<file path="src/rtl/mem_port_arbiter.sv">
// Round-robin arbiter sharing one memory port among N valid/ready requesters.
// Reads are tagged with the requester id and the tag travels down a pipe whose
// depth matches the memory read latency, so the response strobe lines up with
// mem_dout. Read data is a shared combinational passthrough of mem_dout.
module mem_port_arbiter #(
   parameter int unsigned N      = 4,
   parameter int unsigned ADDR   = 4,
   parameter int unsigned DATA   = 8,
   parameter int unsigned RD_LAT = 1
) (
   input  logic                clk,
   input  logic                rst_n,
   input  logic                hold,
   input  logic [N-1:0]        req_valid,
   output logic [N-1:0]        req_ready,
   input  logic [N-1:0]        req_wr,
   input  logic [N*ADDR-1:0]   req_addr,
   input  logic [N*DATA-1:0]   req_wdata,
   output logic [N-1:0]        rsp_valid,
   output logic [DATA-1:0]     rsp_rdata,
   output logic                mem_wr,
   output logic [ADDR-1:0]     mem_addr,
   output logic [DATA-1:0]     mem_din,
   input  logic [DATA-1:0]     mem_dout,
   output logic                idle
);

   localparam int unsigned PW = (N > 1) ? $clog2(N) : 1;

   logic [PW-1:0]     ptr_q, ptr_d;
   logic [N-1:0]      cand;
   logic              gnt;
   logic [PW-1:0]     win;
   logic [31:0]       idx;
   logic [RD_LAT-1:0] tag_v_q;
   logic [PW-1:0]     tag_id_q [RD_LAT];

   // Reset and hold both remove every candidate, so no grant can leak out.
   assign cand = (hold || !rst_n) ? '0 : req_valid;

   // Rotating-priority search: first set candidate starting at ptr_q, wrapping mod N.
   always_comb begin
      gnt = 1'b0;
      win = '0;
      idx = '0;
      for (int unsigned k = 0; k < N; k++) begin
         idx = (32'(ptr_q) + k) % N;
         if (!gnt && cand[idx[PW-1:0]]) begin
            gnt = 1'b1;
            win = idx[PW-1:0];
         end
      end
   end

   // One-hot grant and memory command taken straight from the winner.
   always_comb begin
      req_ready = '0;
      mem_wr    = 1'b0;
      mem_addr  = '0;
      mem_din   = '0;
      if (gnt) begin
         req_ready = {{(N-1){1'b0}}, 1'b1} << win;
         mem_wr    = req_wr[win];
         mem_addr  = req_addr[win*ADDR +: ADDR];
         mem_din   = req_wdata[win*DATA +: DATA];
      end
   end

   // Next pointer: one past the winner on an accept, otherwise frozen.
   always_comb begin
      ptr_d = ptr_q;
      if (gnt) begin
         if (32'(win) == N - 1) ptr_d = '0;
         else                   ptr_d = win + 1'b1;
      end
   end

   // Pointer and read-tag pipe; reset drops every in-flight read.
   always_ff @(posedge clk or negedge rst_n) begin
      if (!rst_n) begin
         ptr_q   <= '0;
         tag_v_q <= '0;
         for (int k = 0; k < RD_LAT; k++) tag_id_q[k] <= '0;
      end else begin
         ptr_q       <= ptr_d;
         tag_v_q[0]  <= gnt & ~mem_wr;
         tag_id_q[0] <= win;
         for (int k = 1; k < RD_LAT; k++) begin
            tag_v_q[k]  <= tag_v_q[k-1];
            tag_id_q[k] <= tag_id_q[k-1];
         end
      end
   end

   // Decode the last pipe stage into the per-requester response strobe.
   always_comb begin
      rsp_valid = '0;
      if (tag_v_q[RD_LAT-1]) rsp_valid[tag_id_q[RD_LAT-1]] = 1'b1;
   end

   assign rsp_rdata = mem_dout;
   assign idle      = ~gnt & ~(|tag_v_q);

endmodule

</file>
<file path="config.mk">
export PLATFORM = sky130hd
export DESIGN_NAME = mem_port_arbiter
export DESIGN_NICKNAME = d
export VERILOG_FILES = /design/src/rtl/mem_port_arbiter.sv
export SDC_FILE = /design/constraint.sdc
export NUM_CORES = 1
export LEC_CHECK = 0
export BUFFER_PORTS_ARGS = -buffer_cell sky130_fd_sc_hd__buf_2
export CAP_MARGIN = 20
export CORE_AREA = 2 2 56 58
export DETAILED_ROUTE_END_ITERATION = 8
export DIE_AREA = 0 0 58 60
export PLACE_DENSITY_LB_ADDON = 0.08
export SLEW_MARGIN = 20
export SYNTH_ARGS = -nofsm -noshare
export SYNTH_HDL_FRONTEND = slang
export SYNTH_SLANG_ARGS = --single-unit
</file>
<file path="constraint.sdc">
create_clock -name clk -period 6.4 [get_ports clk]
set_clock_uncertainty 0.15 [all_clocks]
set_input_delay 0.96 -clock clk [delete_from_list [all_inputs] [get_ports clk]]
set_output_delay 0.96 -clock clk [all_outputs]
set_load 0.02 [all_outputs]
</file>
Yosys cells after proc, flatten, opt, wreduce, memory -nomap -nowiden
Cells that the tools add are included.
{"block": "word_totals", "reg_bits": 5, "input_bits": 67, "output_inout_bits": 30}
{"block": "classes", "shifts": 3, "n_addsub": 4, "mux": 27, "bitwise_logic": 5, "n_eq_ne": 1, "n_reduce_logical": 9, "order_cmp": 7}
{"cell": "32-bit by 6-bit variable part select with 8-bit output", "count": 1}
{"cell": "2-bit by 3-bit less-than comparator with 1-bit output, second input constant", "count": 6}
{"cell": "4-bit two-way mux", "count": 4}
{"cell": "16-bit by 5-bit variable part select with 4-bit output", "count": 1}
{"cell": "1-bit two-way mux", "count": 11}
{"cell": "1-bit binary-select mux with 2-bit select", "count": 5}
{"cell": "2-bit two-way mux", "count": 5}
{"cell": "8-bit two-way mux", "count": 1}
{"cell": "2-bit by 1-bit adder with 2-bit output, second input constant", "count": 2}
{"cell": "2-bit adder, second input constant", "count": 2}
{"cell": "1-bit logical AND", "count": 4}
{"cell": "1-bit zero test", "count": 4}
{"cell": "1-bit by 2-bit << shifter with 4-bit output, first input constant", "count": 1}
{"cell": "1-bit inverter", "count": 3}
{"cell": "1-bit AND", "count": 2}
{"cell": "1-bit demux with 2-bit select", "count": 1}
{"cell": "2-bit equality test, second input constant", "count": 1}
{"cell": "2-bit by 1-bit greater-or-equal comparator with 1-bit output, second input constant", "count": 1}
{"cell": "1-bit logical OR", "count": 1}

Logic depth before layout (Yosys ltp)
Gate-level depths: netlist of run 1.
{"block": "logic_depth", "depth_word": 20, "depth_mapped": 11, "ltp_nobuf": 7}

Least setup slack after synthesis of run 1
No wires, ideal clock.
{"block": "synth_timing", "path_kind": "input port to output port", "startpoint": "in req_valid[0]", "endpoint": "out req_ready[3]", "path_buffers": 3, "setup_slack_ns": 2.612, "t_arrival_ns": 2.678, "path_stages": 10, "t_required_ns": 5.290, "path_cell_list": "buf_6 mux2_4 a221o_1 and4b_1 a211oi_2 buf_6 buf_12 inv_1 ha_1 and2_1"}
{"block": "synth_between", "elab_chain_cells": 15, "elab_cells_between_ends": 25, "cone_classes": "1 x shift; 18 x mux; 6 x reduce/logical"}
{"element": "from (decl)", "line": "14", "rtl": "input logic [N-1:0] req_valid,"}
{"element": "4-bit two-way mux *", "line": "39", "rtl": "assign cand = (hold || !rst_n) ? '0 : req_valid;"}
{"element": "1-bit binary-select mux with 2-bit select", "line": "48", "rtl": "if (!gnt && cand[idx[PW-1:0]]) begin"}
{"element": "1-bit two-way mux (implied by the code)", "line": "48"}
{"element": "1-bit two-way mux", "line": "48"}
{"element": "1-bit zero test", "line": "48"}
{"element": "1-bit logical AND", "line": "48"}
{"element": "1-bit two-way mux", "line": "48"}
{"element": "1-bit zero test", "line": "48"}
{"element": "1-bit logical AND", "line": "48"}
{"element": "1-bit two-way mux", "line": "48"}
{"element": "1-bit zero test", "line": "48"}
{"element": "1-bit logical AND", "line": "48"}
{"element": "2-bit two-way mux *", "line": "48"}
{"element": "via win[0]", "line": "33", "rtl": "logic [PW-1:0] win;"}
{"element": "1-bit by 2-bit << shifter with 4-bit output *", "line": "62", "rtl": "req_ready = {{(N-1){1'b0}}, 1'b1} << win;"}
{"element": "4-bit two-way mux *", "line": "61", "rtl": "if (gnt) begin"}
{"element": "to (decl)", "line": "15", "rtl": "output logic [N-1:0] req_ready,"}
Mark *: on every way through the listed nets, which the timed path passes. The rest lies on a longest branch. The select of a mux whose other input is x is not followed.

Worst setup path in the final report of run 1
{"block": "layout_timing", "startpoint": "in rst_n", "endpoint": "out req_ready[3]"}
{"block": "layout_between", "elab_chain_cells": 17, "elab_cells_between_ends": 27, "cone_classes": "1 x shift; 18 x mux; 8 x reduce/logical"}
{"element": "from (decl)", "line": "12", "rtl": "input logic rst_n,"}
{"element": "1-bit zero test (no source line) *"}
{"element": "1-bit logical OR *", "line": "39"}
{"element": "4-bit two-way mux *", "line": "39"}
{"element": "1-bit binary-select mux with 2-bit select", "line": "48"}
{"element": "1-bit two-way mux (implied by the code)", "line": "48"}
{"element": "1-bit two-way mux", "line": "48"}
{"element": "1-bit zero test", "line": "48"}
{"element": "1-bit logical AND", "line": "48"}
{"element": "(+2 left out)"}
{"element": "1-bit logical AND", "line": "48"}
{"element": "1-bit two-way mux", "line": "48"}
{"element": "1-bit zero test", "line": "48"}
{"element": "1-bit logical AND", "line": "48"}
{"element": "2-bit two-way mux *", "line": "48"}
{"element": "via win[0]", "line": "33"}
{"element": "1-bit by 2-bit << shifter with 4-bit output *", "line": "62"}
{"element": "4-bit two-way mux *", "line": "61"}
Marked as above.

==> results of run 1 <==
worst max-delay path: cells and delay by family:
kind	cells	cell delay, ns
compound gates	2	0.98
simple gates	3	0.70
buf+inv	3	0.55
fa+ha+maj	1	0.26
cell families (layout without fill, tap and decap cells):
kind of cell             count (synthesis)  count (layout)
buffers and inverters                   24              88
AND/OR/NAND/NOR                         34              34
flip-flops                               5               5
XOR/XNOR                                 1               1
multiplexers                            18              18
adder cells (fa/ha/maj)                  4               4
AO/OA/AOI/OAI                           47              47
layer usage:
metal	vias to the layer above	GRT usage
met5	-	0
met4	0	0.0399
met3	2	0.0390
met2	59	0.323
met1	577	0.222
li1	634	-
sequential cells by signal (all words and copies together), names as in the netlist:
name,cells
ptr_q,2
tag_id_q,2
tag_v_q,1
power groups by stage:
stage          Sequential, mW  Combinational (mW)  Clock (mW)
6_report               0.0809               0.315      0.0365
5_1_grt                0.0863               0.346      0.0404
4_1_cts                0.0804               0.318      0.0380
3_5_place_dp           0.0812               0.317           0
3_3_place_gp           0.0797               0.314           0
2_1_floorplan          0.0519               0.292           0
final timing paths:
kind	startpoint	endpoint	slack, ns	depth (start not counted)
worst max register to register	ptr_q[0]	ptr_q[1]	2.88	7
min in group clk	ptr_q[0]	ptr_q[0]	0.76	1
max in group asynchronous	rst_n	ptr_q[1]	5.54	1
worst max-delay path	rst_n	req_ready[3]	1.84	9
worst min register to register	ptr_q[0]	ptr_q[0]	0.76	1
worst min-delay path	rst_n	tag_id_q[0]	0.40	1
layout make-up:
type,instances,share of cell area
Clock buffer,4,0.0177
Inverter,4,0.0101
Multi-Input combinational cell,104,0.590
Sequential cell,5,0.0845
Tap cell,33,0.0279
Timing Repair Buffer,80,0.270
layout by cell type, fill, tap and decap left out, types with 2 or more instances in the layout:
cell,Yosys,layout
mux2_4,2,2
buf_2,3,80
mux2i_1,13,13
nor4bb_1,2,2
and2_1,5,5
nor3b_1,3,3
and3b_1,2,2
nor2_1,3,3
o21ai_0,2,2
mux2_2,3,3
o21ai_1,2,2
dfrtp_1,5,5
nand2b_1,2,2
ha_1,4,4
o311a_1,2,2
clkbuf_4,0,3
inv_1,4,4
a22oi_1,26,26
nor2b_1,4,4
nand2_1,6,6
metrics by stage:
| step | area [um^2] | hold WS (ns) | setup WS, ns | utilization |
|---|---|---|---|---|
| 2_1_floorplan | 1160 | 0.514 | 2.61 | - |
| 3_3_place_gp | 1460 | 0.651 | 1.85 | 0.501 |
| 3_5_place_dp | 1460 | 0.655 | 1.78 | 0.501 |
| 4_1_cts | 1480 | 0.396 | 1.77 | 0.510 |
| 5_1_grt | 1480 | 0.402 | 1.58 | 0.510 |
| 6_report | 1480 | 0.397 | 1.84 | 0.510 |
==> results.yml, run 1 <==
final_layout:
  instances_no_fill: 230
  area_delta_synth_final_pct: 27.6
  n_fill_cell: 283
  antenna_cells: 0
  multi_input_area_um2: 873
  drive_above_1_share: 0.472
  fin_nets: 269
  seqCellArea_um2: 125
run_status:
  status: "completed"
clocking:
  tritoncts: "done"
  holdBufCountCts: 0
  numCtsBuffers: 3
  cts_setup_buffers: 0
  post_cts_resized: 0
  clk_latency_ns: 0.24
  path_clk_slew_ns: 0.04
  clockBufferDepth: 2
  cts.htree.levels: 1
  clkSinkCount: 5
  clk_root_buffer_cell: "clkbuf_4"
worst_setup_path:
  critPathMaxStageDelay_ns: 0.88
  crit_arrival_ns: 3.45
  required_ns: 5.29
  cp_max_fo: 18
  crit_chain: "buf_2 > nor3b_1 > a22oi_4 > and4b_1 > a211oi_4 > inv_1 > ha_1 > and2_1 > buf_2"
  slowest_stage: "a211oi_4"
  startpoint_type: "primary input"
  end_kind: "output pin"
  path_common_cell: "buf_2"
  worstSetupPathType: "primary input to output pin"
logic_synthesis:
  async_reset_ff_frac: 1.00
  yosys.area.top_type: "a22oi_1"
  synth_top_family_by_area: "compound AO/OA/AOI/OAI gates"
  yosys-top-cells-count: "26 x a22oi_1, 13 x mux2i_1, 12 x buf_4"
  synth_seq_cells: 5
  syn_inst: 133
  synth_most_common_cell: "a22oi_1"
  synth_area_leaders: "a22oi_1 17%, mux2i_1 11%, dfrtp_1 11%"
  synth-simple-area-share: 0.186
  synth_top_area_frac: 0.168
  ys_warn_count: 0
  synth-edff-count: 0
  ys.flop_type: "dfrtp_1"
  syn_avg_cell_area_um2: 8.73
  synthAdderAreaFrac: 0.0431
  synth_xor_area_frac: 0.00754
  syn-num-nets: 204
  synth_compound_area_frac: 0.342
  ys_types: 46
  yosysSeqAreaShare: 0.108
  syn-cell-area_um2: 1160
  muxShareOfSynthArea: 0.167
detailed_routing:
  drt_iter0_markers: 56
  top_layer_used: "met4"
  route.met2.wl_um: 1560
  drc: 0
  via_per_inst: 5.53
  finalWirelength_um: 3140
  via_count: 1272
  wl_met1_um: 1330
  firstDrtPassIters: 4
  wl_per_cell_um: 13.6
  ant_nets: 0
  routed-wl-met3_um: 237
power_and_ir_drop:
  seq_power_share: 0.187
  p_sw_frac: 0.519
  cellLeakagePower_nw: 0.804
  ir_drop_uv: 165
  combinationalPowerShare: 0.729
  power_density_nw_per_um2: 292
  internal-power_uw: 208
  power_frac_clock: 0.084
  p_total_uw: 433
  p_sw_uw: 225
sta:
  max_slew_margin: 0.288
  fin_tns_setup_ns: 0
  hold_viol: 0
  slew_viol_final: 0
  setup_viol: 0
  finalCritPeriodShare: 0.712
  min_period_ns: 4.56
  rsz0062_at_grt: "false"
  timing.fmax_mhz: 220
  tightestPinTransition_ns: 1.07
placement:
  dp_cells: 226
  dp_hpwl_um: 2430
  place.gp.congestion: 0.807
  portBuffers: 80
floorplanning:
  start_util: 0.400
  core_um2: 2900
  fp-row-count: 20
  fp.dieW_um: 58
  die-height_um: 60
  die_area_um2: 3480
  num_io_pins: 97
grt:
  grt_max_degree: 31
  grt_use_total: 0.181
  grt_pass1_wl_um: 5000
  grt_pass1_vias: 1141
  grt-ovfl-total: 0
  antenna_found_initial: 0
hold_path:
  min_path_type: "primary input to async pin"
job:
  drv_cap: 0
No activity file was read; power rests on OpenSTA's default activity.
==> inputs of run 2 (changes only) <==
--- a/config.mk
+++ b/config.mk
@@ -7,9 +7,9 @@
 export LEC_CHECK = 0
 export BUFFER_PORTS_ARGS = -buffer_cell sky130_fd_sc_hd__buf_2
 export CAP_MARGIN = 20
-export CORE_AREA = 2 2 56 58
+export CORE_AREA = 2 2 58 60
 export DETAILED_ROUTE_END_ITERATION = 8
-export DIE_AREA = 0 0 58 60
+export DIE_AREA = 0 0 60 62
 export PLACE_DENSITY_LB_ADDON = 0.08
 export SLEW_MARGIN = 20
 export SYNTH_ARGS = -nofsm -noshare
==> constraint.sdc (replaced) <==
create_clock -name clk -period 4.6 [get_ports clk]
set_clock_uncertainty 0.15 [all_clocks]
set_input_delay 0.69 -clock clk [delete_from_list [all_inputs] [get_ports clk]]
set_output_delay 0.69 -clock clk [all_outputs]
set_load 0.02 [all_outputs]
==> run 2 against run 1 <==
  * Clock-buffer cell count is the same
  * Power increased by 40%
  * Clock power grew 32%
  * Sequential share of layout area down 0.13 points
  * Wire length up 4.7%
  * Critical endpoint is now mem_din[0]
  * Critical path type is now register to output pin
  * Non-clock buffer count is 1 higher
==> results.yml, run 2 (synthesized netlist as in run 1, its figures left out) <==
sta:
  slew_viol_final: 0
  timing.fmax_mhz: 259
  tightestPinTransition_ns: 0.790
  rsz0062_at_grt: "false"
  fin_tns_setup_ns: 0
  max_slew_margin: 0.471
  min_period_ns: 3.86
  finalCritPeriodShare: 0.840
  hold_viol: 0
  setup_viol: 0
detailed_routing:
  ant_nets: 0
  via_count: 1293
  wl_per_cell_um: 13.5
  drt_iter0_markers: 83
  finalWirelength_um: 3280
  firstDrtPassIters: 4
  drc: 0
  via_per_inst: 5.30
clocking:
  path_clk_slew_ns: 0.04
  tritoncts: "done"
  clk_root_buffer_cell: "clkbuf_4"
  cts.htree.levels: 1
  numCtsBuffers: 3
  clockBufferDepth: 2
  holdBufCountCts: 0
  cts_setup_buffers: 0
  clkSinkCount: 5
  clk_latency_ns: 0.23
  post_cts_resized: 0
worst_setup_path:
  required_ns: 3.76
  end_kind: "output pin"
  r2r_setup_slack_ns: 1.50
  reg2reg_depth: 7
  worstSetupPathType: "register to output pin"
  cp_max_fo: 19
  reg2reg_from: "ptr_q[0]"
  startpoint_type: "register"
  crit_arrival_ns: 3.02
  worstReg2RegEnd: "ptr_q[1]"
final_layout:
  final_common_cell: "buf_2"
  drive_above_1_share: 0.475
  antenna_cells: 0
  reg.largest.list: "ptr_q x2, tag_id_q x2, tag_v_q x1"
  fin_nets: 270
  area_delta_synth_final_pct: 29.6
  final_util: 0.473
  n_fill_cell: 313
  instances_no_fill: 244
  final_cell_mix: "80 x buf_2, 26 x a22oi_1, 13 x mux2i_1"
grt:
  antenna_found_initial: 0
  grt_pass1_wl_um: 5320
  grt_use_total: 0.183
  grt_pass1_vias: 1233
  grt-ovfl-total: 0
  grt_max_degree: 31
placement:
  dp_hpwl_um: 2590
  portBuffers: 80
  place.gp.congestion: 0.821
  dp_cells: 240
floorplanning:
  fp.dieW_um: 60
  core_um2: 3180
  fp-row-count: 21
  die-height_um: 62
  num_io_pins: 97
  start_util: 0.365
  die_area_um2: 3720
power_and_ir_drop:
  ir_drop_uv: 169
  power_density_nw_per_um2: 404
  cellLeakagePower_nw: 0.808
hold_path:
  min_path_type: "primary input to async pin"
run_status:
  status: "completed"
job:
  drv_cap: 0
run 2: area by class of cell:
type                       count  area (um^2)  area share
sequential                     5          125      0.0831
tap                           46         57.6      0.0382
multi-input combinational    104          873       0.580
clock buffer                   4         26.3      0.0175
inverter                       4         15.0     0.00998
timing repair buffer          81          408       0.271
run 2: critical path: stages (launching register included):
cell	delay [ns]
dfrtp_1	0.72
mux2_2	0.45
a22oi_4	0.20
o21ai_1	0.13
a211oi_4	0.56
buf_4	0.31
mux2i_1	0.21
buf_2	0.19
run 2: power breakdown:
group	leakage, nW	internal, mW	switching, mW
registers	0.0641	0.0608	0.0520
logic	0.729	0.199	0.248
clock network	0.0150	0.0326	0.0156
run 2: worst max-delay path by stage:
stage,from,to,slack [ns],cells after the start
after floorplan,req_valid[0],req_ready[3],1.35,10
final,ptr_q[0],mem_din[0],0.74,7
after CTS,ptr_q[0],mem_din[0],0.71,7
after global routing,ptr_q[0],mem_addr[3],0.50,7
after detailed placement,rst_n,mem_din[0],0.91,8
after global placement,rst_n,req_ready[1],0.99,9
run 2: metrics by stage:
| step | hold WS, ns | setup WS (ns) | area [um^2] | power, mW |
|---|---|---|---|---|
| 3_3_place_gp | 0.383 | 0.993 | 1480 | 0.552 |
| 2_1_floorplan | 0.244 | 1.35 | 1160 | 0.479 |
| 5_1_grt | 0.132 | 0.497 | 1510 | 0.667 |
| 3_5_place_dp | 0.389 | 0.914 | 1480 | 0.561 |
| 4_1_cts | 0.135 | 0.713 | 1510 | 0.613 |
| 6_report | 0.138 | 0.737 | 1510 | 0.608 |
run 2: metal layers:
metal  vias up  track usage  share of wire
met5         -            0              0
li1        635            -              -
met4         0       0.0381         0.0058
met3         2       0.0290          0.052
met2        53        0.332           0.50
met1       603        0.230           0.45
